`src/rtl/seq_divider.sv`:
```
// seq_divider: sequential radix-2 non-restoring divider, one quotient bit per clock.
//
// A request (dividend, divisor) is accepted on start_valid & start_ready (IDLE only).
// A zero divisor goes straight to DONE with quotient = all ones, remainder = dividend
// and div_by_zero = 1. Otherwise the unit runs WIDTH RUN steps and one FIX step.
// The result is then held on quotient/remainder/div_by_zero with out_valid high until
// out_ready is seen. All arithmetic shares one WIDTH+1-bit carry-lookahead adder.
//
// Optional macro DIV_SIGNED_EN: two's-complement operands, truncation toward zero.
//
// Ports:
//   clk, rst_n          clock, asynchronous active-low reset
//   start_valid/ready   request handshake; dividend/divisor sampled at accept
//   out_valid/ready     response handshake
//   quotient, remainder result, stable while out_valid
//   div_by_zero         result flag, qualified by out_valid
module seq_divider #(
  parameter int unsigned WIDTH = 16
) (
  input  logic             clk,
  input  logic             rst_n,
  input  logic             start_valid,
  output logic             start_ready,
  input  logic [WIDTH-1:0] dividend,
  input  logic [WIDTH-1:0] divisor,
  output logic             out_valid,
  input  logic             out_ready,
  output logic [WIDTH-1:0] quotient,
  output logic [WIDTH-1:0] remainder,
  output logic             div_by_zero
);

  localparam int unsigned AW = WIDTH + 1;
  localparam int unsigned CW = $clog2(WIDTH + 1);

  typedef enum logic [1:0] {S_IDLE, S_RUN, S_FIX, S_DONE} state_t;

  state_t           r_state;
  logic [AW-1:0]    r_rem;        // signed partial remainder
  logic [WIDTH-1:0] r_q;          // dividend bits shift out, quotient bits shift in
  logic [WIDTH-1:0] r_d;
  logic [CW-1:0]    r_cnt;
  logic             r_start_ready;
  logic             r_out_valid;
  logic [WIDTH-1:0] r_quotient;
  logic [WIDTH-1:0] r_remainder;
  logic             r_dbz;
`ifdef DIV_SIGNED_EN
  logic             r_neg_q;
  logic             r_neg_r;
`endif

  // Full carry-lookahead: every carry is formed directly from g/p/cin.
  function automatic logic [AW-1:0] cla_add(input logic [AW-1:0] a,
                                            input logic [AW-1:0] b,
                                            input logic          cin);
    logic [AW-1:0] g;
    logic [AW-1:0] p;
    logic [AW-1:0] c;
    logic          pp;
    g    = a & b;
    p    = a ^ b;
    c    = '0;
    c[0] = cin;
    for (int i = 0; i < int'(AW) - 1; i++) begin
      c[i+1] = g[i];
      pp     = p[i];
      for (int j = i - 1; j >= 0; j--) begin
        c[i+1] = c[i+1] | (pp & g[j]);
        pp     = pp & p[j];
      end
      c[i+1] = c[i+1] | (pp & cin);
    end
    return p ^ c;
  endfunction

  logic             w_fix;
  logic             w_sub;
  logic [AW-1:0]    w_d_ext;
  logic [AW-1:0]    w_add_a;
  logic [AW-1:0]    w_add_b;
  logic [AW-1:0]    w_sum;
  logic [AW-1:0]    w_rem_fix;
  logic [WIDTH-1:0] w_a_load;
  logic [WIDTH-1:0] w_b_load;
  logic [WIDTH-1:0] w_q_final;
  logic [WIDTH-1:0] w_r_final;

  // RUN: shifted R -/+ D depending on sign of R. FIX: R + D (used only when R < 0).
  assign w_fix     = (r_state == S_FIX);
  assign w_sub     = ~w_fix & ~r_rem[WIDTH];
  assign w_d_ext   = {1'b0, r_d};
  assign w_add_a   = w_fix ? r_rem : {r_rem[WIDTH-1:0], r_q[WIDTH-1]};
  assign w_add_b   = w_sub ? ~w_d_ext : w_d_ext;
  assign w_sum     = cla_add(w_add_a, w_add_b, w_sub);
  assign w_rem_fix = r_rem[WIDTH] ? w_sum : r_rem;

`ifdef DIV_SIGNED_EN
  // Divide magnitudes, then restore signs; -2^(W-1) magnitude is exact as unsigned.
  assign w_a_load  = dividend[WIDTH-1] ? -dividend : dividend;
  assign w_b_load  = divisor[WIDTH-1]  ? -divisor  : divisor;
  assign w_q_final = r_neg_q ? -r_q : r_q;
  assign w_r_final = r_neg_r ? -w_rem_fix[WIDTH-1:0] : w_rem_fix[WIDTH-1:0];
`else
  assign w_a_load  = dividend;
  assign w_b_load  = divisor;
  assign w_q_final = r_q;
  assign w_r_final = w_rem_fix[WIDTH-1:0];
`endif

  // Control FSM, datapath registers and registered outputs.
  always_ff @(posedge clk or negedge rst_n) begin
    if (!rst_n) begin
      r_state       <= S_IDLE;
      r_rem         <= '0;
      r_q           <= '0;
      r_d           <= '0;
      r_cnt         <= '0;
      r_start_ready <= 1'b1;
      r_out_valid   <= 1'b0;
      r_quotient    <= '0;
      r_remainder   <= '0;
      r_dbz         <= 1'b0;
`ifdef DIV_SIGNED_EN
      r_neg_q       <= 1'b0;
      r_neg_r       <= 1'b0;
`endif
    end else begin
      case (r_state)
        S_IDLE: begin
          if (start_valid && r_start_ready) begin
            r_start_ready <= 1'b0;
            if (divisor == '0) begin
              r_quotient  <= '1;
              r_remainder <= dividend;
              r_dbz       <= 1'b1;
              r_out_valid <= 1'b1;
              r_state     <= S_DONE;
            end else begin
              r_rem   <= '0;
              r_q     <= w_a_load;
              r_d     <= w_b_load;
              r_cnt   <= '0;
`ifdef DIV_SIGNED_EN
              r_neg_q <= dividend[WIDTH-1] ^ divisor[WIDTH-1];
              r_neg_r <= dividend[WIDTH-1];
`endif
              r_state <= S_RUN;
            end
          end
        end
        S_RUN: begin
          r_rem <= w_sum;
          r_q   <= {r_q[WIDTH-2:0], ~w_sum[WIDTH]};
          if (r_cnt != CW'(WIDTH)) begin
            r_cnt <= r_cnt + CW'(1);
          end
          if (r_cnt == CW'(WIDTH - 1)) begin
            r_state <= S_FIX;
          end
        end
        S_FIX: begin
          r_rem       <= w_rem_fix;
          r_quotient  <= w_q_final;
          r_remainder <= w_r_final;
          r_dbz       <= 1'b0;
          r_out_valid <= 1'b1;
          r_state     <= S_DONE;
        end
        S_DONE: begin
          if (out_ready) begin
            r_out_valid   <= 1'b0;
            r_start_ready <= 1'b1;
            r_state       <= S_IDLE;
          end
        end
        default: begin
          r_state       <= S_IDLE;
          r_start_ready <= 1'b1;
          r_out_valid   <= 1'b0;
        end
      endcase
    end
  end

  assign start_ready = r_start_ready;
  assign out_valid   = r_out_valid;
  assign quotient    = r_quotient;
  assign remainder   = r_remainder;
  assign div_by_zero = r_dbz;

endmodule

```
`config.mk`:
```
export PLATFORM = sky130hd
export DESIGN_NAME = seq_divider
export DESIGN_NICKNAME = d
export VERILOG_FILES = /design/src/rtl/seq_divider.sv
export SDC_FILE = /design/constraint.sdc
export NUM_CORES = 1
export LEC_CHECK = 0
export CORE_UTILIZATION = 56
export CTS_BUF_LIST = sky130_fd_sc_hd__clkbuf_8 sky130_fd_sc_hd__clkbuf_16
export CTS_CLUSTER_DIAMETER = 60
export DETAILED_ROUTE_END_ITERATION = 6
export GPL_ROUTABILITY_DRIVEN = 0
export PLACE_DENSITY = 0.9
export SYNTH_ARGS = -nofsm -noshare
export SYNTH_HDL_FRONTEND = slang
export SYNTH_SLANG_ARGS = --single-unit
export TNS_END_PERCENT = 10
```
`constraint.sdc`:
```
create_clock -name clk -period 4.3 [get_ports clk]
set_input_delay 0.43 -clock clk [delete_from_list [all_inputs] [get_ports clk]]
set_output_delay 0.43 -clock clk [all_outputs]
set_load 0.05 [all_outputs]
```
## After elaboration in Yosys (flattened, before gate mapping)

Index checks and enable logic that the tools add are counted.

| word-level totals | value |
|---|---|
| output and inout port bits | 35 |
| input port bits | 36 |
| flip-flop bits (word level) | 91 |

| operators by class | value |
|---|---|
| muxes and demuxes | 32 |
| reduce and logical (&&, ||, !) cells | 16 |
| $add $sub $neg | 1 |
| equal/unequal tests | 11 |
| bitwise logic cells | 401 |

Operators by type and width:

| kind | count |
|---|---|
| 1-bit bitwise AND | 257 |
| 1-bit bitwise OR | 136 |
| 16-bit two-way mux | 6 |
| 16-bit one-hot mux with 2 select lines | 3 |
| 17-bit two-way mux | 5 |
| 17-bit one-hot mux with 3 select lines | 1 |
| 17-bit bitwise XOR | 2 |
| 3-bit AND reduction | 6 |
| 16-bit NOT with 17-bit output | 1 |
| 16-bit bitwise AND | 1 |
| 16-bit logical NOT | 1 |
| 5-bit two-way mux | 3 |
| 2-bit != test (second input constant) | 6 |
| 5-bit one-hot mux with 2 select lines | 1 |
| 2-bit two-way mux | 4 |
| 2-bit one-hot mux with 4 select lines | 1 |
| 4-bit AND reduction | 2 |
| 2-bit nonzero test | 3 |
| 3-bit nonzero test | 2 |
| 5-bit by 1-bit adder with 5-bit output (second input constant) | 1 |
| 5-bit by 4-bit equality test with 1-bit output (second input constant) | 1 |
| 1-bit two-way mux | 5 |
| 5-bit != test (second input constant) | 1 |
| 2-bit equality test (second input constant) | 2 |
| other kinds (6) | 10 |

## Longest topological paths before layout

| depth | value |
|---|---|
| word-level depth | 25 |
| depth in mapped cells | 16 |
| depth with buffers taken out | 12 |

## Least setup slack after synthesis

No wires, ideal clock.

| path | value |
|---|---|
| kind | reg-to-reg |
| start | register r_state[0] |
| end | register r_remainder[15], in the netlist remainder[15] |
| data arrival time | 3.701 ns |
| stages on the path, launching flop included | 15 |
| required time | 4.163 ns |
| clock period less this slack | 3.838 ns |
| setup slack | 0.462 ns |
| buffers on the path | 2 |
| path through | dfrtp_1 > inv_1 > ha_1 > clkbuf_1 > nor2_1 > clkbuf_1 > xor2_1 > ha_1 > or3b_4 > a221oi_4 > and2_1 > o31ai_1 > xnor2_1 > a222oi_1 > a21oi_1 |

| between the ends | value |
|---|---|
| longest elaborated chain between the ends | 24 |
| elaborated cells between the ends (all ways) | 59 |

RTL lines:

| item | line | text |
|---|---|---|
| start, declared | 38 | `state_t r_state;` |
| start signal, assigned | 114 | `r_state <= S_IDLE;` |
| start signal, assigned | 138 | `r_state <= S_DONE;` |
| start signal, assigned | 148 | `r_state <= S_RUN;` |
| 2-bit equality test | 90, 129 |  |
| 1-bit NOT | 91 | `assign w_sub = ~w_fix & ~r_rem[WIDTH];` |
| 1-bit bitwise AND | 91 |  |
| 17-bit two-way mux | 94 | `assign w_add_b = w_sub ? ~w_d_ext : w_d_ext;` |
| 17-bit bitwise XOR or 16-bit bitwise AND (tied branches) | 62, 61 |  |
| 1-bit bitwise AND (on tied branches) | 69, 70 |  |
| 1-bit bitwise OR, or another cell as far along (13 in series) | 69 | `c[i+1] = c[i+1] \| (pp & g[j]);` |
| 1-bit bitwise OR or 1-bit bitwise AND (tied branches) | 69, 72 |  |
| 1-bit bitwise OR | 72 | `c[i+1] = c[i+1] \| (pp & cin);` |
| 17-bit bitwise XOR | 74 | `return p ^ c;` |
| 17-bit two-way mux | 96 | `assign w_rem_fix = r_rem[WIDTH] ? w_sum : r_rem;` |
| 16-bit one-hot mux with 2 select lines | 129 | `case (r_state)` |
| end signal, assigned | 135 | `r_remainder <= dividend;` |
| end signal, assigned | 165 | `r_remainder <= w_r_final;` |
| end, declared | 46 | `logic [WIDTH-1:0] r_remainder;` |

Parallel ways exist; a longest one is shown, timed or not.
A chain may end at the register's enable or synchronous reset.

## Worst setup path in the final report

Ends and elaborated chain as after synthesis.

==> impl_metrics.env <==
export IMPL_status="finished, final reports clean"
export IMPL_setup_worst_path_end_class="flip-flop"
export IMPL_first_global_vias=4372
export IMPL_crit_type="flip-flop to flip-flop"
export IMPL_htree_num_levels=3
export IMPL_asyncSetResetFlopFracSynth=1.00
export IMPL_timing_critical_path_from="r_state[0]$_DFFE_PN0P_"
export IMPL_detail_route_antenna_nets=0
export IMPL_timing_final_hold_violations=0
export IMPL_clkTransAtPathRegs_ns=0.10
export IMPL_clk_latency_ns=0.37
export IMPL_post_route_cells_drive_above_1_share=0.113
export IMPL_route_detailed_vias_per_inst=6.19
export IMPL_max_slew_margin=0.243
export IMPL_globalRouteTotalUtil=0.274
export IMPL_avgRoutedWirePerCell_um=17.2
export IMPL_die_area_mm2=0.0101
export IMPL_hold_fix_buffer_count_after_cts=0
export IMPL_synth_fp_nets=636
export IMPL_timing_rr_end="remainder[15]$_DFFE_PN0P_"
export IMPL_most_common_layout_cells="sky130_fd_sc_hd__dfrtp_1 (90), sky130_fd_sc_hd__clkdlybuf4s50_1 (69), sky130_fd_sc_hd__nand2_1 (68), sky130_fd_sc_hd__nor2_1 (42), sky130_fd_sc_hd__o21ai_0 (39)"
export IMPL_cp_data_arrival_time_ns=4.04
export IMPL_drt_iter0_drc=487
export IMPL_yosys_area_share_adder=0.0531
export IMPL_areaGrowthSynthToFinish_pct=19.0
export IMPL_muxShareOfSynthArea=0.0992
export IMPL_grt_first_pass_wirelength_mm=21.5
export IMPL_synth_ff_type="sky130_fd_sc_hd__dfrtp_1"
export IMPL_grt_start_max_net_pins=92
export IMPL_min_period_over_period=0.880
export IMPL_die_width_um=100
export IMPL_clock_sinks=91
export IMPL_stdcell_area_mm2=0.00645
export IMPL_route_detailed_drc=0
export IMPL_port_buffers=70
export IMPL_grt_overflow=0
export IMPL_floorplan_initialDensity=0.581
export IMPL_grt_antenna_before_repair=0
export IMPL_setup_viol=0
export IMPL_ios=71
export IMPL_netlist_instances=577
export IMPL_cts_root_buffer_cell="sky130_fd_sc_hd__clkbuf_8"
export IMPL_post_synthesis_cell_area_mm2=0.00542
export IMPL_routed_wl_met3_mm=1.08
export IMPL_timing_critical_path_from_type="flip-flop"
export IMPL_drv_max_cap_violation_count=0
export IMPL_finalMaxSlewViolations=0
export IMPL_grt_setup_unrepaired="false"
export IMPL_setup_reg_to_reg_worst_slack_ns=0.51
export IMPL_post_synth_num_cell_types=65
export IMPL_totalWireLength_mm=13.3
export IMPL_final_common_cell="sky130_fd_sc_hd__dfrtp_1"
export IMPL_fin_worst_skew_ns=0.0149
export IMPL_min_delay_path_class="input pin to asynchronous set/reset pin"
export IMPL_post_synth_edffs=0
export IMPL_post_cts_setup_buffer_count=0
export IMPL_post_cts_resized=0
export IMPL_worstPathRequired_ns=4.55
export IMPL_synth_compound_area_frac=0.205
export IMPL_synthesis_area_per_instance_um2=9.40
export IMPL_met1Wirelength_mm=5.73
export IMPL_placed_cell_area_mm2=0.00626
export IMPL_worstPathMaxFanout=27
export IMPL_clock_path_buffers=2
export IMPL_synth_seq_cells=91
export IMPL_cts_tree="done"
export IMPL_wl_met2_mm=6.25
export IMPL_dp_final_hpwl_mm=9.62
export IMPL_ys_top_cells_by_area="sky130_fd_sc_hd__dfrtp_1 (42%), sky130_fd_sc_hd__mux2_2 (6.2%), sky130_fd_sc_hd__ha_1 (5.3%), sky130_fd_sc_hd__nand2_1 (4.7%), sky130_fd_sc_hd__mux2i_1 (3.7%)"
export IMPL_setup_tns_final_ns=0
export IMPL_number_of_cell_instances_on_the_worst_register_to_register_path=13
export IMPL_fmaxAchievable_mhz=264
export IMPL_synth_top_area_frac=0.415
export IMPL_worstMarginPinSlew_ns=1.14
export IMPL_synth_xor_area_frac=0.0466
export IMPL_ys_warnings_count=0
export IMPL_dominant_combinational_cell_family_by_area_after_synthesis="compound AO/OA/AOI/OAI gates"
export IMPL_core_region_area_mm2=0.00933
export IMPL_timing_final_crit_period_ns=3.79
export IMPL_first_pass_iteration_count_of_the_detailed_router=6
export IMPL_detailroute_via_count=4794
export IMPL_cts_inserted_buffers=9
export IMPL_nets_finish=700
export IMPL_r2r_start="r_state[0]$_DFFE_PN0P_"
export IMPL_share_of_synthesized_area_occupied_by_flip_flops_and_latches=0.420
export IMPL_die_height_um=100
export IMPL_top_layer="met4"
export IMPL_synthSimpleGateAreaFrac=0.134
export IMPL_insertedDiodeCount=0
export IMPL_synthDominantAreaCellType="sky130_fd_sc_hd__dfrtp_1"
export IMPL_core_rowCount=35
## worst max-delay path, cell delays in order (launching register included)
cell                       delay (ns)
sky130_fd_sc_hd__dfrtp_1         0.41
sky130_fd_sc_hd__inv_1           0.11
sky130_fd_sc_hd__ha_2            0.52
sky130_fd_sc_hd__buf_4           0.37
sky130_fd_sc_hd__nand2_1         0.08
sky130_fd_sc_hd__o21ai_0         0.17
sky130_fd_sc_hd__ha_1            0.28
sky130_fd_sc_hd__or3b_4          0.44
sky130_fd_sc_hd__a221oi_4        0.34
sky130_fd_sc_hd__and2_1          0.23
sky130_fd_sc_hd__o31ai_1         0.10
sky130_fd_sc_hd__xnor2_1         0.15
sky130_fd_sc_hd__a222oi_1        0.33
sky130_fd_sc_hd__a21oi_1         0.11
## final cells by class
cell class,count,area (um^2)
Timing Repair Buffer,80,773
Fill cell,719,2880
Tap cell,129,161
Sequential cell,91,2280
Clock buffer,9,124
Inverter,31,116
Multi-Input combinational cell,428,2940
Clock inverter,7,62.6
## stage by stage
stage                util  setup WS, ns  hold slack [ns]  std cells
floorplan               -         0.462            0.134        577
global placement    0.672         0.761            0.464        759
detailed placement  0.672         0.612            0.465        759
CTS                 0.692         0.552            0.311        775
global route        0.692         0.241            0.359        775
finish              0.692         0.515            0.245        775
## cells in the mapped netlist, drive strengths merged (6+ instances only)
library cell	count
nand2	68
mux2	30
a211oi	6
dfrtp	90
clkbuf	24
a31oi	22
xor2	21
nor2	42
a21o	9
nor3	14
ha	23
o31ai	6
inv	30
mux2i	20
o21ai	47
a21oi	30
xnor2	7
nor4	6
nand3	8
## worst max-delay path by stage
stage,endpoint,cells past startpoint,slack [ns]
finish,remainder[15]$_DFFE_PN0P_,13,0.51
global route,remainder[15]$_DFFE_PN0P_,13,0.24
CTS,remainder[15]$_DFFE_PN0P_,13,0.55
detailed placement,remainder[15]$_DFFE_PN0P_,13,0.61
global placement,remainder[15]$_DFFE_PN0P_,13,0.76
floorplan,remainder[15]$_DFFE_PN0P_,14,0.46
## registers in the layout, indices dropped and copies added, names as in the netlist
register     flops
r_rem           17
quotient        16
r_d             16
r_q             16
remainder       16
r_cnt            5
r_state          2
div_by_zero      1
out_valid        1
start_ready      1
## metal layers
layer / vias up / GRT usage
met5: - / 0
met4: 0 / 0.0992
met3: 38 / 0.0467
met2: 287 / 0.445
met1: 2264 / 0.371
li1: 2205 / -
## cells by family after synthesis
family | after synthesis
and+or+nand+nor | 161
muxes | 50
DFF | 91
xor gates and xnor gates | 28
adders and majority gates | 23
AOI/OAI and AO/OA | 166
buffers and inverters | 58
Power is left out: the tool's default activity adds up to more than one toggle a clock period on the data nets, which glitch-free logic cannot reach.
==> patch 1: new RTL, same flow settings <==
The parameter `WIDTH` goes from 16 to 8.
--- a/src/rtl/seq_divider.sv
+++ b/src/rtl/seq_divider.sv
@@ -16,5 +16,5 @@
 //   div_by_zero         result flag, qualified by out_valid
 module seq_divider #(
-  parameter int unsigned WIDTH = 16
+  parameter int unsigned WIDTH = 8
 ) (
   input  logic             clk,
Interface: changed (resized dividend, divisor, quotient and remainder); port bits go from 71 to 39. No check against the original RTL was run, so the function may have changed too.
==> patch 1 against the unedited design <==
Final area down 44%. Sequential cell count down 41. Via count down 43%. Worst setup slack better by 0.33 ns. Hold slack better by 0.066 ns. Wire length down 46%. Area after synthesis down 42%. Critical endpoint is now r_rem[8]. Largest cell class unchanged.
Power is left out: it rests on default switching activity, and per cell area and clock period it moved more than threefold.
==> patch 1: results (changes against the unedited design) <==
metric,value,unit,change
outcome,finished clean,,
drive_gt1_frac,0.09867,,-0.01434
hpwl,5.236,mm,-46%
critPathMaxFanout,19,,-30%
critPathSlowestCell,nor2_1,,
worst_pin_slew,1.089,ns,-0.04734 ns
top_register,r_rem,,
rr_worst_depth,8,,-5
fillers,400,,-44%
syn_nets,376,,-41%
vias,2723,,-43%
r2r_end,r_rem[8],,
port_buffers,38,,-46%
ys_types,57,,-12%
grt_pass1_vias,2522,,-42%
cts_setup_buffers,0,,unchanged
ys.warnings.count,0,,unchanged
grt_pass1_wl,11.99,mm,-44%
synth_flop_cell,dfrtp_1,,
synth.yosys.seq_area_share,0.3993,,-0.02088
async_flop_share,1.000,,unchanged
hp-class,input pin to asynchronous set/reset pin,,
largest_register_ffs,9,,-8
wire_per_inst,16.05,um,-6.6%
r2r_slack,0.84,ns,+0.33 ns
skew,0.007912,ns,-0.006941 ns
first_pass_iters,5,,-1
antenna_found_initial,0,,unchanged
crit_start,r_rem[8],,
cts-root-buf,clkbuf_8,,
grt_max_degree,51,,-45%
clockBufferDepth,2,,unchanged
clk_pin_slew_worst_paths,0.10,ns,about the same
synth_common_cells,"dfrtp_1, nand2_1, nor2_1",,
initialDrtViolationCount,207,,-57%
synthTopCellsByArea,"dfrtp_1, ha_1, mux2_2",,
grt_usage,0.2571,,-0.01703
nNetsFinal,408,,-42%
cp_data_arrival_time,3.69,ns,-0.35 ns
cpLargestDelayFamily,compound AO/OA/AOI/OAI gates,,
num_antenna_cells,0,,unchanged
cts-htree-levels,2,,-1
numCtsBuffers,5,,-4
clock_latency,0.32,ns,-0.05 ns
cts_resized,0,,unchanged
cpPeakStageDelay,0.70,ns,+0.18 ns
## patch 1: area by class of cell
| cell class | count | area share |
|---|---|---|
| multi-input cells | 255 | 0.4744 |
| flip-flops and latches | 50 | 0.3441 |
| repair buffers | 40 | 0.1073 |
| well taps | 70 | 0.02406 |
| clock buffers | 6 | 0.02269 |
| inverters | 22 | 0.02269 |
| clock inverters | 2 | 0.004813 |
## patch 1: routing by layer
layer | wire length [um] | part of all wire | GRT usage | vias up
li1 | - | - | - | 1287
met1 | 3129 | 0.44 | 0.3500 | 1278
met2 | 3289 | 0.46 | 0.4134 | 136
met3 | 547 | 0.077 | 0.03690 | 22
met4 | 176 | 0.025 | 0.09808 | 0
met5 | 0 | 0 | 0 | -
## patch 1: kinds of logic after synthesis
group,count (synthesis),share of synthesized area
and+or+nand+nor,105,0.1619
DFF,50,0.3993
xor gates and xnor gates,11,0.03071
buffers and inverters,37,0.05026
AOI/OAI and AO/OA,102,0.2226
muxes,23,0.07938
adders and majority gates,14,0.05584
## patch 1: how the worst max path moves through the flow
stage               endpoint  slack [ns]  depth (start not counted)
floorplan           r_rem[8]        0.96                         12
global placement    r_rem[8]        1.09                         10
detailed placement  r_rem[8]        0.92                         10
CTS                 r_rem[8]        0.87                         10
global route        r_rem[8]        0.54                          8
finish              r_rem[8]        0.84                          8
## patch 1: through the flow
step	setup slack, ns	util	instances	hold WS [ns]	cell area (um2)
floorplan	0.9558	-	342	0.1344	3137
global placement	1.086	0.6758	437	0.4682	3540
detailed placement	0.9162	0.6758	437	0.4751	3540
CTS	0.8737	0.6949	445	0.3469	3640
global route	0.5381	0.6949	445	0.4060	3640
finish	0.8414	0.6949	445	0.3116	3640
==> patch 2: new RTL, same flow settings <==
Made on the original files. Make the reset (`rst_n`) synchronous in one clocked block. Comments in the files are not updated.
--- a/src/rtl/seq_divider.sv
+++ b/src/rtl/seq_divider.sv
@@ -110,5 +110,5 @@
 
   // Control FSM, datapath registers and registered outputs.
-  always_ff @(posedge clk or negedge rst_n) begin
+  always_ff @(posedge clk) begin
     if (!rst_n) begin
       r_state       <= S_IDLE;
Check against the original RTL: differs if rst_n is asserted again (counterexample within 4 cycles, from zero or initial values and one cycle with rst_n low); with rst_n held inactive, the same outputs for 4 cycles.
==> patch 2 against the unedited design <==
Sequential cell count unchanged. Critical path depth unchanged. Sequential share of layout area down 5.5 points. Via count down 0.58%. Area after synthesis down 5.8%. Worst setup slack better by 0.095 ns. Fmax up 2.6%. Wire length up 0.33%. Final area down 5.3%. Utilization up 0.53 points.
==> patch 2: results (changes against the unedited design) <==
metric,value,unit,change
outcome,finished clean,,
clk_pin_slew_worst_paths,0.11,ns,
grt_pass1_wl,22.26,mm,+3.3%
cp_data_arrival_time,4.00,ns,-0.04 ns
synthTopCellsByArea,"dfxtp_1, mux2i_1, nor2_1",,
critPathSlowestCell,or4b_1,,
max_slew_margin,0.3006,,+0.05810
num_antenna_cells,0,,unchanged
numCtsBuffers,9,,unchanged
synth_edf_count,0,,unchanged
synth_common_cells,"dfxtp_1, nor2_1, a21oi_1",,
hpwl,9.661,mm,+0.43%
ir_drop,0.3693,mV,
top_register,r_rem,,
largest_register_ffs,17,,unchanged
synth.yosys.seq_area_share,0.3565,,-0.06365
critPathMaxFanout,20,,-26%
nNetsFinal,713,,+1.9%
first_pass_iters,5,,-1
cts-htree-levels,3,,unchanged
drt-total-wl,13.37,mm,+0.33%
cts-root-buf,clkbuf_8,,
drt_drc_violations_left,0,,unchanged
clockBufferDepth,2,,unchanged
async_flop_share,0,,-1.000
ys_types,61,,-6.2%
grt_max_degree,36,,-61%
cpLargestDelayFamily,compound AO/OA/AOI/OAI gates,,
synth_flop_cell,dfxtp_1,,
hp-class,register to register,,
clock_latency,0.38,ns,
cpPeakStageDelay,0.53,ns,
cts_resized,0,,unchanged
antenna_found_initial,0,,unchanged
skew,0.009758,ns,-0.005095 ns
placed_cell_area,5888,um2,-6.0%
initialDrtViolationCount,485,,-0.41%
grt_usage,0.2872,,+0.01300
grt_pass1_vias,4603,,+5.3%
syn_nets,660,,+3.8%
viasPerCell,6.214,,+0.45%
port_buffers,70,,unchanged
drive_gt1_frac,0.08953,,-0.02347
cts_setup_buffers,0,,unchanged
ys.warnings.count,0,,unchanged
leakage,2.334,nW,
-- patch 2: path summary, 6_finish.rpt --
| kind | start | end | slack (ns) | depth (start not counted) |
|---|---|---|---|---|
| max | r_state[0] | r_rem[16] | 0.61 | 13 |
| min | quotient[1] | quotient[1] | 0.45 | 2 |
| max reg2reg | r_state[0] | r_rem[16] | 0.61 | 13 |
| min reg2reg | quotient[1] | quotient[1] | 0.45 | 2 |
-- patch 2: routing by layer --
metal,share of wire,global-route usage,vias to the layer above
met5,0,0,-
met4,0.033,0.1346,0
met3,0.069,0.03741,33
met2,0.47,0.4707,232
met1,0.43,0.3742,2238
li1,-,-,2263
-- patch 2: through the flow --
step	cells	utilization	worst slack [ns]
after global placement	751	0.6719	0.8338
after detailed placement	751	0.6719	0.6886
final	767	0.6969	0.6091
after floorplan	601	-	0.2796
after global routing	767	0.6969	0.3514
after CTS	767	0.6969	0.6476
-- patch 2: worst reg2reg max path, stage by stage (launching register included) --
cell and delay (ns):
dfxtp_1 0.36, inv_1 0.10, ha_1 0.19, buf_4 0.27, mux2_2 0.38, ha_1 0.33, a21o_1 0.19, a221oi_1 0.43
o21ai_1 0.16, a21o_1 0.21, o2111a_1 0.25, or4b_1 0.53, o311ai_1 0.09, o2bb2ai_1 0.14
-- patch 2: area by class of cell --
class	count	area [um2]
Multi-Input combinational cell	455	3084
Fill cell	667	2656
Sequential cell	91	1822
Timing Repair Buffer	82	790.8
Tap cell	108	135.1
Clock buffer	9	123.9
Clock inverter	7	95.09
Inverter	15	56.30
-- patch 2: logic make-up after synthesis --
family	synth area share
compound gates	0.2285
simple gates	0.1428
flops	0.3565
mux	0.1178
buf+inv	0.04163
xor+xnor	0.05656
fa+ha+maj	0.05632
-- patch 2: power by group --
| group | switching [W] | leakage [nW] | internal [W] | total (W) |
|---|---|---|---|---|
| Clock | 0.000353 | 0.111 | 0.000286 | 0.000639 |
| Combinational | 0.00188 | 1.48 | 0.00118 | 0.00306 |
| Sequential | 0.000158 | 0.741 | 0.00104 | 0.00120 |
| Total | 0.00239 | 2.33 | 0.00250 | 0.00489 |
